[config.mk]
export PLATFORM = sky130hd
export DESIGN_NAME = sort_engine_flat
export DESIGN_NICKNAME = d
export VERILOG_FILES = /design/src/rtl/sort_pkg.sv /design/src/rtl/sort_engine_if.sv /design/src/rtl/sort_cmp.sv /design/src/rtl/sort_engine.sv /design/src/flat_wrapper.sv
export SDC_FILE = /design/constraint.sdc
export NUM_CORES = 1
export LEC_CHECK = 0
export CAP_MARGIN = 20
export CORE_AREA = 2 2 150 152
export DETAILED_ROUTE_END_ITERATION = 16
export DIE_AREA = 0 0 152 154
export PLACE_DENSITY = 0.47
export SLEW_MARGIN = 20
export SYNTH_ARGS = -nofsm -noshare
export SYNTH_HDL_FRONTEND = slang
export SYNTH_HIERARCHICAL = 1
export SYNTH_SLANG_ARGS = --single-unit
[constraint.sdc]
create_clock -name clk -period 2.8 [get_ports clk]
set_input_delay 0.56 -clock clk [delete_from_list [all_inputs] [get_ports clk]]
set_output_delay 0.56 -clock clk [all_outputs]
set_load 0.005 [all_outputs]
[src/rtl/sort_pkg.sv]
// Shared types and constants for the in-place bubble sort engine.
package sort_pkg;

  typedef enum logic [2:0] {
    IDLE    = 3'd0,
    RD_ADDR = 3'd1,
    RD_DATA = 3'd2,
    WR_REQ  = 3'd3,
    WR_RESP = 3'd4,
    DONE    = 3'd5,
    ERROR   = 3'd6
  } sort_state_e;

  localparam int unsigned RESP_OKAY = 32'd0;

endpackage

[src/rtl/sort_engine_if.sv]
// Memory-side read (AR/R) and write (AW/W/B) channels of the sort engine.
interface sort_engine_if #(
  parameter int ADDR_WDTH = 4,
  parameter int DATA_WDTH = 32,
  parameter int RESP_WDTH = 1
) ();

  logic                 ar_valid;
  logic                 ar_ready;
  logic [ADDR_WDTH-1:0] ar_address;
  logic                 r_valid;
  logic                 r_ready;
  logic [DATA_WDTH-1:0] r_data;
  logic [RESP_WDTH-1:0] r_resp;
  logic                 aw_valid;
  logic                 aw_ready;
  logic [ADDR_WDTH-1:0] aw_address;
  logic                 w_valid;
  logic                 w_ready;
  logic [DATA_WDTH-1:0] w_data;
  logic                 b_valid;
  logic [RESP_WDTH-1:0] b_resp;
  logic                 b_ready;

  modport master (
    output ar_valid, ar_address, r_ready, aw_valid, aw_address, w_valid, w_data, b_ready,
    input  ar_ready, r_valid, r_data, r_resp, aw_ready, w_ready, b_valid, b_resp
  );

  modport slave (
    input  ar_valid, ar_address, r_ready, aw_valid, aw_address, w_valid, w_data, b_ready,
    output ar_ready, r_valid, r_data, r_resp, aw_ready, w_ready, b_valid, b_resp
  );

endinterface

[src/rtl/sort_cmp.sv]
// Element comparator: high when the running element a must sort after b.
module sort_cmp #(
  parameter int DATA_WDTH  = 32,
  parameter int SIGNED_CMP = 0
) (
  input  logic [DATA_WDTH-1:0] a,
  input  logic [DATA_WDTH-1:0] b,
  input  logic                 descending,
  output logic                 swap
);

  logic a_gt_b_s;
  logic a_lt_b_s;

  // Equal elements never swap, so ordering stays stable.
  always_comb begin
    if (SIGNED_CMP != 0) begin
      a_gt_b_s = $signed(a) > $signed(b);
      a_lt_b_s = $signed(a) < $signed(b);
    end else begin
      a_gt_b_s = a > b;
      a_lt_b_s = a < b;
    end
    swap = descending ? a_lt_b_s : a_gt_b_s;
  end

endmodule

[src/rtl/sort_engine.sv]
// In-place bubble sort over a word-addressed memory reached through
// single-outstanding read and write channels; addresses wrap modulo 2^ADDR_WDTH.
module sort_engine
  import sort_pkg::*;
#(
  parameter int ADDR_WDTH  = 4,
  parameter int DATA_WDTH  = 32,
  parameter int RESP_WDTH  = 1,
  parameter int SIGNED_CMP = 0
) (
  input  logic                 clk,
  input  logic                 rst_n,
  input  logic                 start,
  input  logic [ADDR_WDTH-1:0] cfg_base,
  input  logic [ADDR_WDTH:0]   cfg_len,
  input  logic                 cfg_descending,
  output logic                 busy,
  output logic                 done,
  output logic                 error,
  sort_engine_if.master        mem
);

  localparam logic [RESP_WDTH-1:0] OKAY_RESP = RESP_WDTH'(RESP_OKAY);

  sort_state_e          state_r, state_nx;
  logic [ADDR_WDTH-1:0] base_r, base_nx, last_r, last_nx, idx_r, idx_nx;
  logic [ADDR_WDTH-1:0] ar_addr_r, ar_addr_nx, aw_addr_r, aw_addr_nx;
  logic [DATA_WDTH-1:0] a_r, a_nx, w_data_r, w_data_nx;
  logic                 desc_r, desc_nx, swap_r, swap_nx, seed_r, seed_nx, final_r, final_nx;
  logic                 ar_valid_r, r_ready_r, aw_valid_r, w_valid_r, b_ready_r;
  logic                 aw_valid_nx, w_valid_nx;
  logic                 busy_r, done_r, error_r;
  logic                 cmp_swap_s, r_hs_s, b_hs_s, wr_sent_s;

  sort_cmp #(.DATA_WDTH(DATA_WDTH), .SIGNED_CMP(SIGNED_CMP)) u_cmp (
    .a          (a_r),
    .b          (mem.r_data),
    .descending (desc_r),
    .swap       (cmp_swap_s)
  );

  assign r_hs_s    = mem.r_valid & r_ready_r;
  assign b_hs_s    = mem.b_valid & b_ready_r;
  assign wr_sent_s = (~aw_valid_r | mem.aw_ready) & (~w_valid_r | mem.w_ready);

  // State register.
  always_ff @(posedge clk or negedge rst_n) begin
    if (!rst_n) state_r <= IDLE;
    else        state_r <= state_nx;
  end

  // Next state and next datapath values; one pass = seed read, j reads/writes, final write.
  always_comb begin
    state_nx   = state_r;
    base_nx    = base_r;
    last_nx    = last_r;
    idx_nx     = idx_r;
    a_nx       = a_r;
    desc_nx    = desc_r;
    swap_nx    = swap_r;
    seed_nx    = seed_r;
    final_nx   = final_r;
    ar_addr_nx = ar_addr_r;
    aw_addr_nx = aw_addr_r;
    w_data_nx  = w_data_r;
    case (state_r)
      IDLE, DONE, ERROR: begin
        if (start) begin
          base_nx    = cfg_base;
          desc_nx    = cfg_descending;
          last_nx    = ADDR_WDTH'(cfg_len - (ADDR_WDTH+1)'(1));
          idx_nx     = '0;
          swap_nx    = 1'b0;
          seed_nx    = 1'b1;
          final_nx   = 1'b0;
          ar_addr_nx = cfg_base;
          if (cfg_len <= (ADDR_WDTH+1)'(1)) state_nx = DONE;
          else                              state_nx = RD_ADDR;
        end else begin
          state_nx = state_r;
        end
      end
      RD_ADDR: begin
        if (mem.ar_ready) state_nx = RD_DATA;
        else              state_nx = RD_ADDR;
      end
      RD_DATA: begin
        if (!r_hs_s) begin
          state_nx = RD_DATA;
        end else if (mem.r_resp != OKAY_RESP) begin
          state_nx = ERROR;
        end else if (seed_r) begin
          a_nx       = mem.r_data;
          seed_nx    = 1'b0;
          idx_nx     = ADDR_WDTH'(1);
          ar_addr_nx = base_r + ADDR_WDTH'(1);
          state_nx   = RD_ADDR;
        end else begin
          aw_addr_nx = base_r + idx_r - ADDR_WDTH'(1);
          state_nx   = WR_REQ;
          if (cmp_swap_s) begin
            w_data_nx = mem.r_data;
            swap_nx   = 1'b1;
          end else begin
            w_data_nx = a_r;
            a_nx      = mem.r_data;
          end
        end
      end
      WR_REQ: begin
        if (wr_sent_s) state_nx = WR_RESP;
        else           state_nx = WR_REQ;
      end
      WR_RESP: begin
        if (!b_hs_s) begin
          state_nx = WR_RESP;
        end else if (mem.b_resp != OKAY_RESP) begin
          state_nx = ERROR;
        end else if (final_r) begin
          if (!swap_r || (last_r == ADDR_WDTH'(1))) begin
            state_nx = DONE;
          end else begin
            last_nx    = last_r - ADDR_WDTH'(1);
            idx_nx     = '0;
            swap_nx    = 1'b0;
            seed_nx    = 1'b1;
            final_nx   = 1'b0;
            ar_addr_nx = base_r;
            state_nx   = RD_ADDR;
          end
        end else if (idx_r == last_r) begin
          final_nx   = 1'b1;
          w_data_nx  = a_r;
          aw_addr_nx = base_r + last_r;
          state_nx   = WR_REQ;
        end else begin
          idx_nx     = idx_r + ADDR_WDTH'(1);
          ar_addr_nx = base_r + idx_r + ADDR_WDTH'(1);
          state_nx   = RD_ADDR;
        end
      end
      default: state_nx = IDLE;
    endcase

    // AW and W rise together on entry and each falls after its own handshake.
    if ((state_r != WR_REQ) && (state_nx == WR_REQ)) begin
      aw_valid_nx = 1'b1;
      w_valid_nx  = 1'b1;
    end else if (state_r == WR_REQ) begin
      aw_valid_nx = aw_valid_r & ~mem.aw_ready;
      w_valid_nx  = w_valid_r & ~mem.w_ready;
    end else begin
      aw_valid_nx = 1'b0;
      w_valid_nx  = 1'b0;
    end
  end

  // Datapath and registered channel/status outputs.
  always_ff @(posedge clk or negedge rst_n) begin
    if (!rst_n) begin
      base_r <= '0;  last_r <= '0;  idx_r <= '0;  a_r <= '0;
      desc_r <= 1'b0;  swap_r <= 1'b0;  seed_r <= 1'b0;  final_r <= 1'b0;
      ar_addr_r <= '0;  aw_addr_r <= '0;  w_data_r <= '0;
      ar_valid_r <= 1'b0;  r_ready_r <= 1'b0;  aw_valid_r <= 1'b0;
      w_valid_r <= 1'b0;  b_ready_r <= 1'b0;
      busy_r <= 1'b0;  done_r <= 1'b0;  error_r <= 1'b0;
    end else begin
      base_r <= base_nx;  last_r <= last_nx;  idx_r <= idx_nx;  a_r <= a_nx;
      desc_r <= desc_nx;  swap_r <= swap_nx;  seed_r <= seed_nx;  final_r <= final_nx;
      ar_addr_r <= ar_addr_nx;  aw_addr_r <= aw_addr_nx;  w_data_r <= w_data_nx;
      ar_valid_r <= (state_nx == RD_ADDR);
      r_ready_r  <= (state_nx == RD_DATA);
      aw_valid_r <= aw_valid_nx;
      w_valid_r  <= w_valid_nx;
      b_ready_r  <= (state_nx == WR_RESP);
      busy_r     <= !((state_nx == IDLE) || (state_nx == DONE) || (state_nx == ERROR));
      done_r     <= (state_nx == DONE);
      error_r    <= (state_nx == ERROR);
    end
  end

  assign mem.ar_valid   = ar_valid_r;
  assign mem.ar_address = ar_addr_r;
  assign mem.r_ready    = r_ready_r;
  assign mem.aw_valid   = aw_valid_r;
  assign mem.aw_address = aw_addr_r;
  assign mem.w_valid    = w_valid_r;
  assign mem.w_data     = w_data_r;
  assign mem.b_ready    = b_ready_r;
  assign busy           = busy_r;
  assign done           = done_r;
  assign error          = error_r;

endmodule

[src/flat_wrapper.sv]
// flat-port wrapper written by rule: the top's interface ports become plain ports
module sort_engine_flat import sort_pkg::*;
#(
  parameter int ADDR_WDTH  = 4,
  parameter int DATA_WDTH  = 32,
  parameter int RESP_WDTH  = 1,
  parameter int SIGNED_CMP = 0
)
  (clk, rst_n, start, cfg_base, cfg_len, cfg_descending, busy, done, error, mem_ar_valid, mem_ar_address, mem_r_ready, mem_aw_valid, mem_aw_address, mem_w_valid, mem_w_data, mem_b_ready, mem_ar_ready, mem_r_valid, mem_r_data, mem_r_resp, mem_aw_ready, mem_w_ready, mem_b_valid, mem_b_resp);
  sort_engine_if #(.ADDR_WDTH(ADDR_WDTH), .DATA_WDTH(DATA_WDTH), .RESP_WDTH(RESP_WDTH)) mem_i ();
  input  logic clk;
  input  logic rst_n;
  input  logic start;
  input  logic [ADDR_WDTH-1:0] cfg_base;
  input  logic [ADDR_WDTH:0] cfg_len;
  input  logic cfg_descending;
  output logic busy;
  output logic done;
  output logic error;
  output wire logic [$bits(mem_i.ar_valid)-1:0] mem_ar_valid;
  output wire logic [$bits(mem_i.ar_address)-1:0] mem_ar_address;
  output wire logic [$bits(mem_i.r_ready)-1:0] mem_r_ready;
  output wire logic [$bits(mem_i.aw_valid)-1:0] mem_aw_valid;
  output wire logic [$bits(mem_i.aw_address)-1:0] mem_aw_address;
  output wire logic [$bits(mem_i.w_valid)-1:0] mem_w_valid;
  output wire logic [$bits(mem_i.w_data)-1:0] mem_w_data;
  output wire logic [$bits(mem_i.b_ready)-1:0] mem_b_ready;
  input wire logic [$bits(mem_i.ar_ready)-1:0] mem_ar_ready;
  input wire logic [$bits(mem_i.r_valid)-1:0] mem_r_valid;
  input wire logic [$bits(mem_i.r_data)-1:0] mem_r_data;
  input wire logic [$bits(mem_i.r_resp)-1:0] mem_r_resp;
  input wire logic [$bits(mem_i.aw_ready)-1:0] mem_aw_ready;
  input wire logic [$bits(mem_i.w_ready)-1:0] mem_w_ready;
  input wire logic [$bits(mem_i.b_valid)-1:0] mem_b_valid;
  input wire logic [$bits(mem_i.b_resp)-1:0] mem_b_resp;
  assign mem_ar_valid = mem_i.ar_valid;
  assign mem_ar_address = mem_i.ar_address;
  assign mem_r_ready = mem_i.r_ready;
  assign mem_aw_valid = mem_i.aw_valid;
  assign mem_aw_address = mem_i.aw_address;
  assign mem_w_valid = mem_i.w_valid;
  assign mem_w_data = mem_i.w_data;
  assign mem_b_ready = mem_i.b_ready;
  assign mem_i.ar_ready = mem_ar_ready;
  assign mem_i.r_valid = mem_r_valid;
  assign mem_i.r_data = mem_r_data;
  assign mem_i.r_resp = mem_r_resp;
  assign mem_i.aw_ready = mem_aw_ready;
  assign mem_i.w_ready = mem_w_ready;
  assign mem_i.b_valid = mem_b_valid;
  assign mem_i.b_resp = mem_b_resp;
  sort_engine #(.ADDR_WDTH(ADDR_WDTH), .DATA_WDTH(DATA_WDTH), .RESP_WDTH(RESP_WDTH), .SIGNED_CMP(SIGNED_CMP)) u_core (.clk(clk), .rst_n(rst_n), .start(start), .cfg_base(cfg_base), .cfg_len(cfg_len), .cfg_descending(cfg_descending), .busy(busy), .done(done), .error(error), .mem(mem_i));
endmodule
=== Word-level counts from Yosys, hierarchy flattened ===
Index checks and enable logic that the tools add are counted.

* Register bits: 99
* Bits in latches: 0
* Memory bits (writable): 0
* Bits in read-only memories: 0
* Bits of input ports: 52
* Logic and storage cells: 180
* Memories kept: 0

* Add/sub/neg operators: 8
* Multipliers: 0
* Div/mod/pow operators: 0
* Magnitude comparators: 3
* Equal/unequal tests: 30
* Shift-type cells: 0
* Muxes and demuxes: 87
* Bitwise gates (word level): 12
* Reduce and logical (&&, ||, !) cells: 20

{| class="wikitable"
|+ Operator list
! cell !! count
|-
| $mux 32 || 10
|-
| $mux 4 || 30
|-
| $pmux 32 s2 || 1
|-
| $gt 32x32->1 || 1
|-
| $lt 32x32->1 || 1
|-
| $mux 3 || 9
|-
| $mux 1 || 26
|-
| $pmux 4 s3 || 2
|-
| $eq 3x3->1 const B || 6
|-
| $pmux 4 s2 || 2
|-
| $reduce_and 8->1 || 2
|-
| $pmux 3 s5 || 1
|-
| $ne 2x1->1 const B || 7
|-
| $add 4x1->4 const B || 3
|-
| $eq 3x2->1 const B || 4
|-
| $ne 2x2->1 const B || 6
|-
| $sub 4x1->4 const B || 3
|-
| $reduce_and 10->1 || 1
|-
| $reduce_and 9->1 || 1
|-
| $add 4x4->4 || 2
|-
| $reduce_and 4->1 || 2
|-
| $eq 3x1->1 const B || 2
|-
| $logic_not 3->1 || 2
|-
| $mux 2 || 3
|-
| 18 further kinds || 33
|}

=== Depth between registers and ports, before layout ===
* Word-level depth: 11
* Depth in mapped cells: 12
* Depth with buffers taken out: 11

=== Cells and area by module ===
The synthesis kept the hierarchy.

{| class="wikitable"
|+ Modules (own cells, without submodules)
! module !! times used !! cells an instance !! area an instance (µm²) !! sequential area each (µm²)
|-
| sort_engine || 1 || 427 || 5434.0 || 2477.4
|-
| sort_cmp || 1 || 117 || 815.8 || 0.0
|}

=== Worst setup path after synthesis ===
OpenSTA, ideal clock, no wires.

* Kind: input -> register
* From: input mem_r_data[27]
* To: register u_core.w_data_r[1] (netlist: u_core/mem.w_data[1])
* Arrival time: 3102 ps
* Setup slack: -429 ps
* Stages: 10
* Buffers on the path: 1
* Cells stage by stage: inv_1 -> ha_1 -> nand4_1 -> or4_1 -> o21ai_1 -> mux2_1 -> nand2_2 -> clkbuf_1 -> mux2_2 -> mux2_1

* Longest elaborated chain between the ends: 7
* Elaborated cells on any way between the ends: 8
* Classes of those cells: order compare (2); mux (6)

{| class="wikitable"
|+ Ends and longest elaborated chain
! what !! RTL line !! text
|-
| from (decl) || flat_wrapper.sv:30 || <nowiki>input wire logic [$bits(mem_i.r_data)-1:0] mem_r_data;</nowiki>
|-
| $gt 32x32->1 / $lt 32x32->1 (equally long branches) || sort_cmp.sv:21, sort_cmp.sv:22 ||
|-
| $mux 1 * || sort_cmp.sv:24 || <nowiki>swap = descending ? a_lt_b_s : a_gt_b_s;</nowiki>
|-
| via u_core.cmp_swap_s || sort_engine.sv:33 || <nowiki>logic cmp_swap_s, r_hs_s, b_hs_s, wr_sent_s;</nowiki>
|-
| $mux 32 * || sort_engine.sv:101 || <nowiki>if (cmp_swap_s) begin</nowiki>
|-
| $mux 32 * || sort_engine.sv:92 || <nowiki>end else if (seed_r) begin</nowiki>
|-
| $mux 32 * || sort_engine.sv:90 || <nowiki>end else if (mem.r_resp != OKAY_RESP) begin</nowiki>
|-
| $mux 32 * || sort_engine.sv:88 || <nowiki>if (!r_hs_s) begin</nowiki>
|-
| $pmux 32 s2 * || sort_engine.sv:66 || <nowiki>case (state_r)</nowiki>
|-
| to (signal assigned) || sort_engine.sv:170 || <nowiki>ar_addr_r <= ar_addr_nx; aw_addr_r <= aw_addr_nx; w_data_r <= w_data_nx;</nowiki>
|-
| to (decl) || sort_engine.sv:28 || <nowiki>logic [DATA_WDTH-1:0] a_r, a_nx, w_data_r, w_data_nx;</nowiki>
|}

The timed path passes the listed nets; every way through them passes the cells marked *. The select of a mux whose other input is x is not followed.
A chain may end at the register's enable or synchronous reset.

=== Worst setup path in the final report ===
* From: input mem_r_data[25]
* To: register u_core.w_data_r[3] (netlist: u_core/mem.w_data[3])

Same word-level chain as after synthesis.

==> metrics.md <==
| Metric | Value |
|---|---|
| Die span in x | 152 um |
| Syn nets | 644 |
| Synth unique cells | 72 |
| Worst slack at placement | -1200 ps |
| Largest net degree at the start of global routing | 46 |
| Proportion of synthesized chip area in sequential cells | 39.6% |
| Synthesized flop and latch total | 99 |
| Die Y-Extent | 154 um |
| CTS HTree Levels | 3 |
| Final cycle utilization of the critical path | 111% |
| Root Buffer | clkbuf_16 |
| Number of antenna-violating nets in the routed design | 0 |
| Via count of the first global-routing pass | 5308 |
| Number of failing hold endpoints at the final stage | 0 |
| DR vias/cell | 4.76 |
| Leakage power total | 0.00427 uW |
| Top Family by Delay on Critical Path | multiplexers |
| Placer Congestion | 0.793 |
| Worst Setup Start Kind | input pin |
| Outcome | finished, violations left |
| Most used flip-flop cell after synthesis | dfrtp_1 |
| Worst-case clock skew | 10.1 ps |
| Fraction of layout instances using a drive strength above 1 | 39.5% |
| Global-route wire length before repair | 28400 um |
| I/O Pins | 100 |
| Syn Std Cell Area | 6250 um2 |
| Number of vias in the routed layout | 4859 |
| Min cycle time layout | 3100 ps |
| Data arrival time of the worst path | 3330 ps |
| P per Cell Area | 1090 nW/um2 |
| TritonCTS buffer count | 9 |
| Port Buffer Count | 99 |
| Cell type with the largest total area after synthesis | dfrtp_1 |
| Sequence of cells on the critical path | dlygate4sd2_1 -> inv_2 -> ha_4 -> nand4_1 -> buf_4 -> or4_4 -> o21ai_4 -> mux2_4 -> buf_6 -> nand2_8 -> buf_12 -> mux2_4 -> mux2_4 |
| Number of placement rows | 54 |
| Core Box Area | 21700 um2 |
| Final routed wirelength across all metal layers | 17300 um |
| Buffer depth of the longest clock path | 2 |
| DR DRC count | 0 |
| Top cells by area, synth | dfrtp_1, mux2_2, ha_1, mux2_4, inv_1 |
| Slew at the pin closest to its max-slew limit | 805 ps |
| RSZ-0062 raised after global routing | true |
| Post-Syn Instances | 544 |
| CP Capture Type | flop |
| Final Max Tran Viols | 0 |
| Critical path required time | 3030 ps |
| Post-synthesis average cell area | 11.5 um2 |
| Clk_lat worst skew | 350 ps |
| Placed Instances | 984 |
| Clock tree from TritonCTS | built |
| Sum of overflow across all layers after global routing | 0 |
| Hold Buf Count CTS | 0 |
| Post-CTS clock slew at the launch and capture registers of the worst setup and hold paths | 70 ps |
| Iteration-0 DRC count of the detailed router | 243 |
| Count of buffering cells on the critical path with inverters included | 5 |
| Number of flops mapped to enable cells by yosys | 0 |
| Sum of negative setup slack | -17750 ps |
| Number of nets in the layout | 834 |
| Number of warnings printed during yosys synthesis | 6 |
| Slowest cell on the critical path | or4_4 |
| Most repeated cell in the gate-level netlist after synthesis | dfrtp_1 |
| WL per Instance | 16.9 um |
| Violations in the final reports | setup timing |
| Number of failing setup endpoints in the final timing report | 64 |
| Initial antenna violation count | 1 |
| Maximum cell stage delay along the critical path | 430 ps |
| Area of the die | 23400 um2 |
| Max Clk Rate | 323 MHz |
| Peak supply drop | 0.000352 V |
| Maximum net fanout on the critical path | 6 |
| Fraction of post-synthesis cell area in the top cell type by area | 39.6% |
| Dpl hpwl | 12300 um |
| Most frequent cells after synthesis | dfrtp_1, mux2_2, inv_1 |
| Global-route total usage across every layer | 15.0% |
| Synth-to-Final Area Change | 46.7% |
| CTS sink count | 99 |
| Worst relative slew slack | 46.1% |
| Min-Delay Path Class | input pin to async pin |
| Effective utilization at floorplan | 28.8% |
| Post-synth ARST share | 100% |
| Most Frequent Cell on Critical Path | mux2_4 |
| Worst Slack Setup Final | -300 ps |
| Max Cap Violations | 0 |
| First-pass iteration count of the detailed router | 4 |
| Non-Filler Instances | 1020 |
| Worst Setup Path Type | input pin to flop |
==> layer usage <==
layer | up-vias | global-route usage, % | part of all wire [%]
met3 | 17 | 2.76 | 3.7
met5 | - | 0 | 0
met2 | 108 | 25.3 | 48
li1 | 2341 | - | -
met1 | 2393 | 19.8 | 47
met4 | 0 | 4.09 | 1.4
==> worst reg2reg max path: stages (launching register included) <==
cell and delay (ps):
dfrtp_1 410, ha_4 290, nand4_1 180, or4_4 600, o21ai_4 180, mux2_4 330
buf_6 130, nand2_8 120, buf_12 140, mux2_4 310, mux2_4 260
==> cell type report <==
cell class,count,area (um2)
Sequential cell,99,2480
Timing Repair Buffer,199,1840
Fill cell,2049,12500
Clock inverter,6,72.6
Multi-Input combinational cell,376,3980
Tap cell,280,350
Clock buffer,10,239
Antenna cell,1,2.50
Inverter,49,204
==> flip-flops by register name (all words and copies together), names as in the netlist, 3 cells and up <==
| signal | count |
|---|---|
| u_core/a_r | 32 |
| u_core/last_r | 4 |
| u_core/base_r | 4 |
| u_core/mem.ar_address | 4 |
| u_core/mem.w_data | 32 |
| u_core/idx_r | 4 |
| u_core/mem.aw_address | 4 |
| u_core/state_r | 3 |
==> stage by stage <==
step	util, %	hold slack (ps)	total power, uW	instance area (um2)
3_3_place_gp	38.8	472	8020	8410
2_1_floorplan	-	264	6270	6630
3_5_place_dp	38.8	471	8150	8410
6_report	42.3	88.1	9980	9170
5_1_grt	42.3	101	10700	9160
4_1_cts	42.7	89.9	10200	9250
==> cell usage in the layout (no fill, tap or decap), drive strengths merged, types with 2 or more instances in the layout <==
cell type	instances
clkbuf	15
ha	46
xor2	4
nor2	16
nor4	4
o211ai	3
o21ai	15
mux2i	5
o22ai	5
nor2b	6
nand2	28
dlygate4sd2	8
or4	2
or3b	3
a211oi	3
fa	2
a21o	8
nor3	10
nand3	10
clkinv	3
xnor2	11
nor3b	3
mux2	109
clkdlybuf4s50	67
a31oi	4
a221o	4
buf	107
o31ai	3
nand2b	7
dfrtp	99
inv	50
a21oi	23
a41oi	2
clkdlybuf4s15	12
o221ai	2
and2	3
nand3b	3
nand4	8
xnor3	2
==> final timing paths <==
check                                                startpoint  slack (ps)  cells past startpoint                                   end
setup / recovery                                 mem_r_data[25]        -300                     13      u_core/mem.w_data[3]$_DFFE_PN0P_
hold / removal                                            rst_n          90                      1     u_core/mem.w_data[26]$_DFFE_PN0P_
setup reg to reg                     u_core/a_r[30]$_DFFE_PN0P_        -250                     10      u_core/mem.w_data[3]$_DFFE_PN0P_
hold reg to reg            u_core/mem.ar_address[0]$_DFFE_PN0P_         500                      1  u_core/mem.ar_address[0]$_DFFE_PN0P_
max in group asynchronous                                 rst_n        1920                      2             u_core/a_r[3]$_DFFE_PN0P_
min in group clk           u_core/mem.ar_address[0]$_DFFE_PN0P_         500                      1  u_core/mem.ar_address[0]$_DFFE_PN0P_
==> power by group <==
part	internal, uW	leakage (uW)	total, uW	switching, uW
Clock	727	0.000149	1320	598
Combinational	3650	0.00284	6060	2410
Sequential	2030	0.00128	2590	555
Total	6410	0.00427	9980	3570
==> kinds of logic (layout without fill, tap and decap cells) <==
kind of cell / Yosys count / count (layout) / share of synthesized area [%]
fa+ha+maj: 48 / 48 / 9.85
mux: 114 / 114 / 22.2
xor+xnor: 17 / 17 / 2.82
buf+inv: 69 / 264 / 5.39
compound gates: 85 / 85 / 9.31
other cells: 0 / 1 / 0
simple gates: 112 / 112 / 10.8
flops: 99 / 99 / 39.6
==> timing repair <==
action / 4_1_cts / 5_1_grt
cloned: 6 / 0
endpoints found under the setup margin: 65 / 64
pin swaps: 23 / 11
resized for setup: 127 / 25
buffers inserted: 16 / 3
(Power assumes the default switching activity.)
